===== src/rtl/sub_pkg.sv =====
// Shared definitions for the nibble-serial subtractor: FSM state encoding and nibble width.
package sub_pkg;
  typedef enum logic [1:0] {
    IDLE = 2'd0,
    CALC = 2'd1,
    DONE = 2'd2
  } state_t;

  localparam int NIBBLE_W = 4;
endpackage


===== src/rtl/sub_4bit.sv =====
// One nibble of subtraction with borrow in and borrow out; reused for every nibble position.
module sub_4bit
  import sub_pkg::*;
(
  input  logic [NIBBLE_W-1:0] a,
  input  logic [NIBBLE_W-1:0] b,
  input  logic                bin,
  output logic [NIBBLE_W-1:0] d,
  output logic                bout
);
  logic [NIBBLE_W:0] full;

  // The extra top bit goes to 1 exactly when a - b - bin underflows.
  assign full = {1'b0, a} - {1'b0, b} - {{NIBBLE_W{1'b0}}, bin};
  assign d    = full[NIBBLE_W-1:0];
  assign bout = full[NIBBLE_W];
endmodule


===== src/rtl/nibble_serial_subtractor.sv =====
// Subtracts B from A one nibble per cycle, LSB nibble first, with a valid/ready handshake on each side.
// Optional macro SUB_SIGNED_OVF_EN enables the signed-overflow flag Ovf; otherwise Ovf is tied to 0.
module nibble_serial_subtractor
  import sub_pkg::*;
#(
  parameter int WIDTH = 8
) (
  input  logic             clk,
  input  logic             rst_n,
  input  logic [WIDTH-1:0] A,
  input  logic [WIDTH-1:0] B,
  input  logic             in_valid,
  output logic             in_ready,
  input  logic             abort,
  output logic [WIDTH-1:0] Diff,
  output logic             Bout,
  output logic             Zero,
  output logic             Ovf,
  output logic             out_valid,
  input  logic             out_ready
);
  localparam int NIBBLES = WIDTH / NIBBLE_W;
  localparam int IDX_W   = (NIBBLES > 1) ? $clog2(NIBBLES) : 1;
  localparam logic [IDX_W-1:0] LAST_IDX = IDX_W'(NIBBLES - 1);

  state_t              state;
  logic [WIDTH-1:0]    a_q, b_q, diff_q, diff_next;
  logic [IDX_W-1:0]    idx;
  logic                borrow;
  logic                bout_q, zero_q, ready_q, valid_q;
  logic [NIBBLE_W-1:0] nib_a, nib_b, nib_d;
  logic                nib_bout;
  logic                accept, last_nib;

  assign accept   = in_valid && ready_q;
  assign last_nib = (idx == LAST_IDX);

  always_comb begin
    nib_a     = a_q[int'(idx)*NIBBLE_W +: NIBBLE_W];
    nib_b     = b_q[int'(idx)*NIBBLE_W +: NIBBLE_W];
    diff_next = diff_q;
    diff_next[int'(idx)*NIBBLE_W +: NIBBLE_W] = nib_d;
  end

  sub_4bit u_sub_4bit (
    .a    (nib_a),
    .b    (nib_b),
    .bin  (borrow),
    .d    (nib_d),
    .bout (nib_bout)
  );

  always_ff @(posedge clk or negedge rst_n) begin
    if (!rst_n) begin
      state   <= IDLE;
      a_q     <= '0;
      b_q     <= '0;
      diff_q  <= '0;
      idx     <= '0;
      borrow  <= 1'b0;
      bout_q  <= 1'b0;
      zero_q  <= 1'b0;
      ready_q <= 1'b1;
      valid_q <= 1'b0;
    end else begin
      case (state)
        IDLE: begin
          if (accept) begin
            a_q     <= A;
            b_q     <= B;
            idx     <= '0;
            borrow  <= 1'b0;
            ready_q <= 1'b0;
            state   <= CALC;
          end
        end
        CALC: begin
          if (abort) begin
            ready_q <= 1'b1;
            state   <= IDLE;
          end else begin
            diff_q <= diff_next;
            borrow <= nib_bout;
            idx    <= idx + 1'b1;
            if (last_nib) begin
              // Flags are taken from the complete word, registered together with Diff.
              bout_q  <= nib_bout;
              zero_q  <= (diff_next == '0);
              valid_q <= 1'b1;
              state   <= DONE;
            end
          end
        end
        DONE: begin
          if (abort || out_ready) begin
            valid_q <= 1'b0;
            ready_q <= 1'b1;
            state   <= IDLE;
          end
        end
        default: begin
          valid_q <= 1'b0;
          ready_q <= 1'b1;
          state   <= IDLE;
        end
      endcase
    end
  end

`ifdef SUB_SIGNED_OVF_EN
  logic ovf_q;

  always_ff @(posedge clk or negedge rst_n) begin
    if (!rst_n) begin
      ovf_q <= 1'b0;
    end else if (state == CALC && !abort && last_nib) begin
      ovf_q <= (a_q[WIDTH-1] != b_q[WIDTH-1]) && (diff_next[WIDTH-1] != a_q[WIDTH-1]);
    end
  end

  assign Ovf = ovf_q;
`else
  assign Ovf = 1'b0;
`endif

  assign in_ready  = ready_q;
  assign out_valid = valid_q;
  assign Diff      = diff_q;
  assign Bout      = bout_q;
  assign Zero      = zero_q;
endmodule


===== config.mk =====
export PLATFORM = sky130hd
export DESIGN_NAME = nibble_serial_subtractor
export DESIGN_NICKNAME = d
export VERILOG_FILES = /design/src/rtl/sub_pkg.sv /design/src/rtl/sub_4bit.sv /design/src/rtl/nibble_serial_subtractor.sv
export SDC_FILE = /design/constraint.sdc
export NUM_CORES = 1
export LEC_CHECK = 0
export CAP_MARGIN = 0
export CELL_PAD_IN_SITES_DETAIL_PLACEMENT = 1
export CELL_PAD_IN_SITES_GLOBAL_PLACEMENT = 1
export CORE_ASPECT_RATIO = 1.5
export CORE_UTILIZATION = 42
export CTS_CLUSTER_DIAMETER = 100
export DETAILED_ROUTE_END_ITERATION = 6
export GPL_ROUTABILITY_DRIVEN = 0
export PLACE_DENSITY = 0.84
export SLEW_MARGIN = 20
export SYNTH_ARGS = -nofsm -noshare
export SYNTH_HDL_FRONTEND = slang
export SYNTH_SLANG_ARGS = --single-unit

===== constraint.sdc =====
create_clock -name clk -period 5.4 [get_ports clk]
set_clock_uncertainty 0.1 [all_clocks]
set_input_delay 1.35 -clock clk [delete_from_list [all_inputs] [get_ports clk]]
set_output_delay 1.35 -clock clk [all_outputs]
set_load 0.01 [all_outputs]

# ---- Word level (Yosys, flattened, before mapping)
# Cells that the tools add are included.
dict set report word_totals {
  output_inout_bits 13
  inputBits 21
  reg_bits 32
  wordCells 58
}
dict set report op_classes {
  eq_ne 8
  n_addsub 4
  shifts 4
  reduce_logical 12
  bitwise 2
  muxes 18
}
# op count
set op_table {}
lappend op_table {{negation 3 -> 33 bit} 1}
lappend op_table {{variable shift 4 x 33 -> 8 bit (first input constant)} 1}
lappend op_table {{variable part select 4 x 33 -> 8 bit} 1}
lappend op_table {{variable part select 8 x 4 -> 4 bit} 2}
lappend op_table {{AND reduction 3 bit} 4}
lappend op_table {{inequality test 2 bit (second input constant)} 5}
lappend op_table {{bitwise mux 8 bit} 1}
lappend op_table {{zero test 8 bit} 1}
lappend op_table {{two-way mux 1 bit} 8}
lappend op_table {{two-way mux 2 bit} 4}
lappend op_table {{one-hot mux 1 bit (3 select lines)} 2}
lappend op_table {{one-hot mux 2 bit (3 select lines)} 1}
lappend op_table {{subtractor 4 x 4 -> 5 bit} 1}
lappend op_table {{subtractor 5 x 1 -> 5 bit} 1}
lappend op_table {{one-hot mux 1 bit (2 select lines)} 2}
lappend op_table {{AND reduction 2 bit} 2}
lappend op_table {{AND reduction 4 bit} 1}
lappend op_table {{inequality test 3 bit (second input constant)} 1}
lappend op_table {{== test 2 x 1 -> 1 bit (second input constant)} 1}
lappend op_table {{== test 2 bit (second input constant)} 1}
lappend op_table {{zero test 2 bit} 1}
lappend op_table {{NOT 1 bit} 2}
lappend op_table {{nonzero test 2 bit} 1}
lappend op_table {{adder 1 bit (second input constant)} 1}
lappend op_table {{other kinds (2)} 2}

# ---- Longest topological paths before layout
# Gate-level depths: netlist of the first run.
dict set report logic_depth {
  word_depth 6
  ltp_mapped 9
  ltp_nobuf 8
}

# ---- Modules after synthesis
# Synthesis of the first run repeated with hierarchy kept, for this count alone.
dict set report unflattened {
  hier_cells 123
  area_unflattened_um2 1606.5
}
# mod n_inst seq_area_each_um2 area_per_inst_um2 cells_each
set by_module_without_submodules {}
lappend by_module_without_submodules {nibble_serial_subtractor 1 802.0 1398.8 99}
lappend by_module_without_submodules {sub_4bit 1 0.0 207.7 24}

# ---- Worst setup path after synthesis of the first run
# Ideal clock, no wire load.
dict set report synth_timing {
  path_kind {register to register}
  startpoint {register idx}
  endpoint {register zero_q, in the netlist Zero}
  required_time_ns 5.234
  synth_period_minus_slack_ns 2.617
  n_path_buf 1
  t_arrival_ns 2.452
  path_slack_ns 2.783
  setup_ns 0.066
  stages_incl_launch_ff 10
  cell_sequence {dfrtp_1 buf_2 mux2_2 fa_1 inv_1 fa_1 nor4_1 nand4_1 nor2_1 a22o_1}
}
dict set report synth_between {
  elab_chain_len 6
  word_cells_on_any_way 10
  cone_classes {3 x add/sub; 4 x shift; 1 x mux; 2 x reduce/logical}
}
# item line
set synth_rtl {}
lappend synth_rtl {{start: declaration} nibble_serial_subtractor.sv:28} ;# logic [IDX_W-1:0] idx;
lappend synth_rtl {{start signal: assignment} nibble_serial_subtractor.sv:84} ;# idx <= idx + 1'b1;
lappend synth_rtl {{variable part select 8 x 4 -> 4 bit, on equally long branches} {nibble_serial_subtractor.sv:39, nibble_serial_subtractor.sv:40}}
lappend synth_rtl {{subtractor 4 x 4 -> 5 bit} sub_4bit.sv:14} ;# assign full = {1'b0, a} - {1'b0, b} - {{NIBBLE_W{1'b0}}, bin};
lappend synth_rtl {{subtractor 5 x 1 -> 5 bit} sub_4bit.sv:14}
lappend synth_rtl {{variable part select 4 x 33 -> 8 bit} nibble_serial_subtractor.sv:42} ;# diff_next[int'(idx)*NIBBLE_W +: NIBBLE_W] = nib_d;
lappend synth_rtl {{bitwise mux 8 bit} nibble_serial_subtractor.sv:42}
lappend synth_rtl {{zero test 8 bit} nibble_serial_subtractor.sv:88} ;# zero_q <= (diff_next == '0);
lappend synth_rtl {{end signal: assignment} nibble_serial_subtractor.sv:88}
lappend synth_rtl {{end: declaration} nibble_serial_subtractor.sv:30} ;# logic bout_q, zero_q, ready_q, valid_q;
# Several ways; a longest one is shown, not always the timed one.
# A chain may end at the register's enable or synchronous reset.

# ---- Worst setup path after layout of the first run
# Same ends and word-level chain as after synthesis.

==> results of run 1 <==
-- cells by family (layout without fill, tap and decap cells) --
kind of cell / Yosys count / in the layout / share of synthesized area
flip-flops: 32 / 32 / 0.516
other: 1 / 1 / 0.00241
adder cells (fa/ha/maj): 6 / 6 / 0.0580
AO/OA/AOI/OAI: 18 / 18 / 0.0676
multiplexers: 27 / 27 / 0.211
AND/OR/NAND/NOR: 25 / 25 / 0.0813
buffers and inverters: 11 / 46 / 0.0467
XOR/XNOR: 3 / 3 / 0.0169
-- critical path, stage by stage, from the launching register on --
cell     delay, ns
dfrtp_1       0.74
mux2_2        0.42
fa_1          0.39
inv_1         0.10
fa_1          0.46
nor4_1        0.29
nand4_1       0.13
nor2_1        0.11
a22o_1        0.14
-- stage by stage --
stage,power [W],setup slack (ns),instances,area [µm²]
3_3_place_gp,0.000844,2.48,192,1880
6_report,0.00106,2.46,200,1970
5_1_grt,0.00115,2.26,200,1970
2_1_floorplan,0.000715,2.78,123,1550
4_1_cts,0.00108,2.42,200,1970
3_5_place_dp,0.000885,2.39,192,1880
-- Yosys cell counts (all sizes together) --
| cell type | number | share of area |
|---|---|---|
| dfrtp | 31 | 0.50 |
| mux2 | 22 | 0.18 |
| nand2 | 11 | 0.027 |
| o21ai | 9 | 0.029 |
| buf | 6 | 0.035 |
| inv | 5 | 0.012 |
| mux2i | 5 | 0.032 |
| nor2 | 5 | 0.014 |
| a21oi | 4 | 0.015 |
| ha | 4 | 0.032 |
| nand2b | 4 | 0.016 |
| a22oi | 2 | 0.0097 |
| fa | 2 | 0.026 |
| o22ai | 2 | 0.0081 |
| xnor2 | 2 | 0.011 |
| a22o | 1 | 0.0056 |
| and2b | 1 | 0.0048 |
| and3 | 1 | 0.0072 |
| conb | 1 | 0.0024 |
| dfstp | 1 | 0.017 |
| nand4 | 1 | 0.0040 |
| nor3b | 1 | 0.0048 |
| nor4 | 1 | 0.0040 |
| xor2 | 1 | 0.0056 |
-- sequential cells by signal (all words and copies together) (netlist names) --
name,count
Diff,8
borrow,1
Bout,1
a_q,8
in_ready,1
b_q,8
state,2
Zero,1
out_valid,1
idx,1
-- area by class of cell --
type	instances	area, µm²
clock buffers	8	90.1
fillers	359	1510
inverters	5	18.8
multi-input cells	80	679
flip-flops and latches	32	802
well taps	42	52.6
repair buffers	33	328
-- power breakdown --
part	internal, W	leakage (nW)	total, W	switching (W)
registers	0.000323	0.411	0.000394	0.0000708
logic	0.000261	0.419	0.000479	0.000218
clock network	0.000104	0.0455	0.000188	0.0000843
total	0.000688	0.875	0.00106	0.000373
-- final timing paths --
kind                        endpoint  cells past startpoint  slack (ns)    start
hold reg to reg              Diff[7]                      2        0.40  Diff[7]
setup reg to reg                Zero                      8        2.46      idx
hold / removal               Diff[7]                      2        0.40  Diff[7]
setup / recovery                Zero                      8        2.46      idx
max in group asynchronous   in_ready                      2        3.52    rst_n
min in group asynchronous  out_valid                      2        1.37    rst_n
-- per-layer routing --
metal | up-vias | wire [µm] | part of all wire | track usage
li1 | 491 | - | - | -
met1 | 532 | 1130 | 0.36 | 0.196
met2 | 26 | 1790 | 0.57 | 0.329
met3 | 6 | 123 | 0.040 | 0.0559
met4 | 0 | 70 | 0.022 | 0.0946
met5 | - | 0 | 0 | 0
==> out/metrics.yaml, run 1 <==
outcome:
  status: "complete, no violations"
floorplan:
  ios: 34
  core-area_um2: 3480
  rows: 26
  die_h_um: 76.5
  die-area_um2: 3950
  initial_core_util: 0.446
  die_w_um: 51.7
logic_synthesis:
  synth_nets: 150
  synthCells: 123
  ys_types: 30
  synth_warnings: 0
  yosysSeqAreaShare: 0.516
  synth_area_per_cell_um2: 12.6
  syn_area_um2: 1550
  ys_ff_latch: 32
timing:
  setup_violations: 0
  slew_headroom: 0.588
  final.min_clock_period_ns: 2.94
  period_share: 0.545
  finalSetupTns_ns: 0
  worst_slew_pin_slew_ns: 0.618
  maxSlewViolCount: 0
  fmax_ghz: 0.340
  hold_violations: 0
  whs_ns: 0.400
  rsz0062_at_grt: "false"
layout:
  final_layout_size_suffix_gt1_frac: 0.209
  area_delta_synth_final_pct: 26.8
  layout.nets: 184
  antennaDiodeCount: 0
  mostFrequentLayoutCells: "clkdlybuf4s50_1, dfrtp_1, mux2_2"
  layout.cells.most_common: "clkdlybuf4s50_1"
  final_util: 0.566
power:
  p_per_area_nw_per_um2: 538
  leakage_nw: 0.875
  peakVddDrop_mv: 0.287
flow_run:
  cap_violations: 0
setup_path:
  required_ns: 5.52
  cp-start-kind: "register"
  critical_path_class: "reg2reg"
  end_kind: "register"
  path_max_fanout: 14
  cp.arrival_ns: 3.06
drt:
  drt_iter0_drc: 5
  vias_per_cell: 5.28
  ant_nets: 0
  routed-via-count: 1055
  first_pass_iters: 3
  drc_errors: 0
  avgRoutedWirePerCell_um: 15.6
  wirelength_um: 3110
global_routing:
  grt_max_degree: 33
  globalRouteTotalUtil: 0.189
  grt_pass1_wl_um: 5330
  antenna_found_initial: 0
  grt_pass1_vias: 1140
  grt_overflow_total: 0
clocking:
  clock-root-buffer: "clkbuf_8"
  cts_max_path_buffers: 2
  numClockSinks: 32
  cts_buffers: 5
  cts_hold_buffers: 0
  tritoncts: "done"
  clk_pin_slew_ns: 0.06
  cts_resized: 0
  postCtsSetupBuffers: 0
  clk_latency_ns: 0.28
  htree_levels: 2
hold_path:
  hp-class: "reg2reg"
place:
  io_buffers: 32
(Power assumes the default switching activity.)
==> run 2, diff against run 1 <==
--- a/config.mk
+++ b/config.mk
@@ -9,11 +9,11 @@
 export CELL_PAD_IN_SITES_DETAIL_PLACEMENT = 1
 export CELL_PAD_IN_SITES_GLOBAL_PLACEMENT = 1
 export CORE_ASPECT_RATIO = 1.5
-export CORE_UTILIZATION = 42
+export CORE_UTILIZATION = 36
 export CTS_CLUSTER_DIAMETER = 100
 export DETAILED_ROUTE_END_ITERATION = 6
 export GPL_ROUTABILITY_DRIVEN = 0
-export PLACE_DENSITY = 0.84
+export PLACE_DENSITY = 0.76
 export SLEW_MARGIN = 20
 export SYNTH_ARGS = -nofsm -noshare
 export SYNTH_HDL_FRONTEND = slang
==> constraint.sdc (replaced) <==
create_clock -name clk -period 2.5 [get_ports clk]
set_clock_uncertainty 0.1 [all_clocks]
set_input_delay 0.625 -clock clk [delete_from_list [all_inputs] [get_ports clk]]
set_output_delay 0.625 -clock clk [all_outputs]
set_load 0.01 [all_outputs]
==> out/metrics.yaml, run 2 (synthesized netlist as in run 1, its figures left out) <==
clocking:
  clk_pin_slew_ns: 0.06  # about the same
  numClockSinks: 32  # unchanged
  clk_latency_ns: 0.28  # about the same
  tritoncts: "done"
  htree_levels: 2  # unchanged
  cts_resized: 0  # unchanged
  cts_max_path_buffers: 2  # unchanged
  cts_hold_buffers: 0  # unchanged
  clock-root-buffer: "clkbuf_8"
  postCtsSetupBuffers: 0  # unchanged
  cts_buffers: 5  # unchanged
power:
  p_clk_frac: 0.167  # -0.010
  combPwrFrac: 0.483  # +0.031
  power.switching_w: 0.000850  # +130%
  p_per_area_nw_per_um2: 1180  # +120%
  pwr-share-seq: 0.350  # -0.021
  p_sw_frac: 0.358  # +0.00644
  peakVddDrop_mv: 0.690  # +140%
  p_int_w: 0.00152  # +120%
  leakage_nw: 0.888  # +1.4%
global_routing:
  grt_pass1_vias: 1173  # +2.9%
  grt_overflow_total: 0  # unchanged
  grt_max_degree: 33  # unchanged
  antenna_found_initial: 0  # unchanged
  globalRouteTotalUtil: 0.157  # -0.0312
  grt_pass1_wl_um: 5270  # -1.2%
drt:
  ant_nets: 0  # unchanged
  first_pass_iters: 3  # unchanged
  routed-via-count: 1044  # -1.0%
  vias_per_cell: 5.09  # -3.5%
  wirelength_um: 3230  # +3.7%
  drc_errors: 0  # unchanged
  avgRoutedWirePerCell_um: 15.8  # +1.2%
  drt_iter0_drc: 9  # +4
floorplan:
  core-area_um2: 4030  # +16%
  initial_core_util: 0.386  # -0.0607
  die_h_um: 82.5  # +7.8%
  rows: 28  # +7.7%
  ios: 34  # unchanged
  die-area_um2: 4590  # +16%
  die_w_um: 55.6  # +7.7%
setup_path:
  crit_family: "adder cells"
  rr_worst_depth: 9  # +1
  cp.arrival_ns: 2.45  # -0.61 ns
  crit_top_cell: "fa_1"
  crit_slowest_cell: "fa_1"
  endpoint: "Bout"
  critPathBufInv: 2  # +1
  cp-start-kind: "register"
  path_depth: 9  # +1
  max_stage_delay_ns: 0.41  # -0.33 ns
  timing.rr.start: "idx"
  startpoint: "idx"
  end_kind: "register"
  timing.rr.end: "Bout"
  required_ns: 2.55  # -2.97 ns
  critical_path_class: "reg2reg"
  path_max_fanout: 8  # -6
  rrSetupSlack_ns: 0.1  # -2.36 ns
  worstPathCellList: "buf_6 -> mux2i_2 -> fa_1 -> inv_1 -> fa_1 -> nand2b_1 -> a21oi_1 -> xnor2_1 -> o21ai_0"
timing:
  hold_violations: 0  # unchanged
  fmax_ghz: 0.417  # +23%
  period_share: 0.960  # +0.415
  fin_ws_ns: 0.0993  # -2.36 ns
  setup_violations: 0  # unchanged
  rsz0062_at_grt: "true"
  maxSlewViolCount: 0  # unchanged
  final.min_clock_period_ns: 2.40  # -0.544 ns
place:
  hpwl_um: 2460
  place_ws_ns: 0.139  # -2.25 ns
  dpl.cell_count: 197  # +2.6%
  io_buffers: 32  # unchanged
layout:
  finalNonFillerCells: 205  # +2.5%
  mostFrequentLayoutCells: "clkdlybuf4s50_1, dfrtp_1, mux2_2"
  area_delta_synth_final_pct: 28.9
  antennaDiodeCount: 0  # unchanged
  layout.cells.most_common: "clkdlybuf4s50_1"
  layout.nets: 186  # +1.1%
  final_layout_size_suffix_gt1_frac: 0.231  # +0.0224
flow_run:
  cap_violations: 0  # unchanged
outcome:
  status: "complete, no violations"
hold_path:
  hp-class: "reg2reg"
==> run 2: cell types whose count changed in the layout (fill, tap and decap cells not counted), sizes merged <==
cell,before,now
buf,1,3
==> run 2: how the worst min path moves through the flow <==
stage                     startpoint      end  slack [ns]  cells after the start
after global routing          b_q[4]   b_q[4]        0.44                      1
after global placement       Diff[4]  Diff[4]        0.36                      2
final                           Bout     Bout        0.38                      2
after floorplan                rst_n     Bout        0.23                      0
after detailed placement        Bout     Bout        0.38                      2
after CTS                       Bout     Bout        0.40                      2
==> run 2: metal layers <==
| metal | track usage | part of all wire | up-vias |
|---|---|---|---|
| li1 | - | - | 491 |
| met2 | 0.306 | 0.57 | 27 |
| met5 | 0 | 0 | - |
| met3 | 0.0421 | 0.037 | 8 |
| met4 | 0.0900 | 0.028 | 0 |
| met1 | 0.148 | 0.36 | 518 |
==> run 2: stage by stage <==
step | setup TNS, ns | hold WS, ns | instance area (µm²) | total power [W] | util
finish | 0 | 0.385 | 2000 | 0.00237 | 0.497
global route | -0.121 | 0.438 | 2000 | 0.00256 | 0.497
CTS | 0 | 0.395 | 1990 | 0.00237 | 0.494
detailed placement | 0 | 0.381 | 1900 | 0.00194 | 0.471
global placement | 0 | 0.361 | 1900 | 0.00186 | 0.471
floorplan | 0 | 0.229 | 1560 | 0.00155 | -
==> run 2: worst reg2reg max path, stage by stage (launching register included) <==
cell      delay [ns]
dfrtp_1         0.39
buf_6           0.17
mux2i_2         0.24
fa_1            0.20
inv_1           0.07
fa_1            0.41
nand2b_1        0.17
a21oi_1         0.20
xnor2_1         0.21
o21ai_0         0.12
==> run 2: final cells by class <==
type | instances | area (µm²)
Fill cell | 429 | 2030
Tap cell | 45 | 56.3
Clock buffer | 8 | 90.1
Timing Repair Buffer | 35 | 347
Sequential cell | 32 | 802
Multi-Input combinational cell | 80 | 689
Inverter | 5 | 18.8
==> run 2: power groups by stage <==
| stage | clock network, W | registers (W) | logic [W] |
|---|---|---|---|
| after detailed placement | 0 | 0.000834 | 0.00111 |
| after floorplan | 0 | 0.000817 | 0.000734 |
| after global routing | 0.000439 | 0.000855 | 0.00127 |
| after global placement | 0 | 0.000810 | 0.00105 |
| after CTS | 0.000417 | 0.000827 | 0.00113 |
| final | 0.000397 | 0.000830 | 0.00115 |
==> run 3, diff against run 2 <==
--- a/config.mk
+++ b/config.mk
@@ -13,6 +13,7 @@
 export CTS_CLUSTER_DIAMETER = 100
 export DETAILED_ROUTE_END_ITERATION = 6
 export GPL_ROUTABILITY_DRIVEN = 0
+export HOLD_SLACK_MARGIN = 0.15
 export PLACE_DENSITY = 0.76
 export SLEW_MARGIN = 20
 export SYNTH_ARGS = -nofsm -noshare
==> results of run 3 <==
No change in the layout: final DEF, timing and power equal those of run 2.
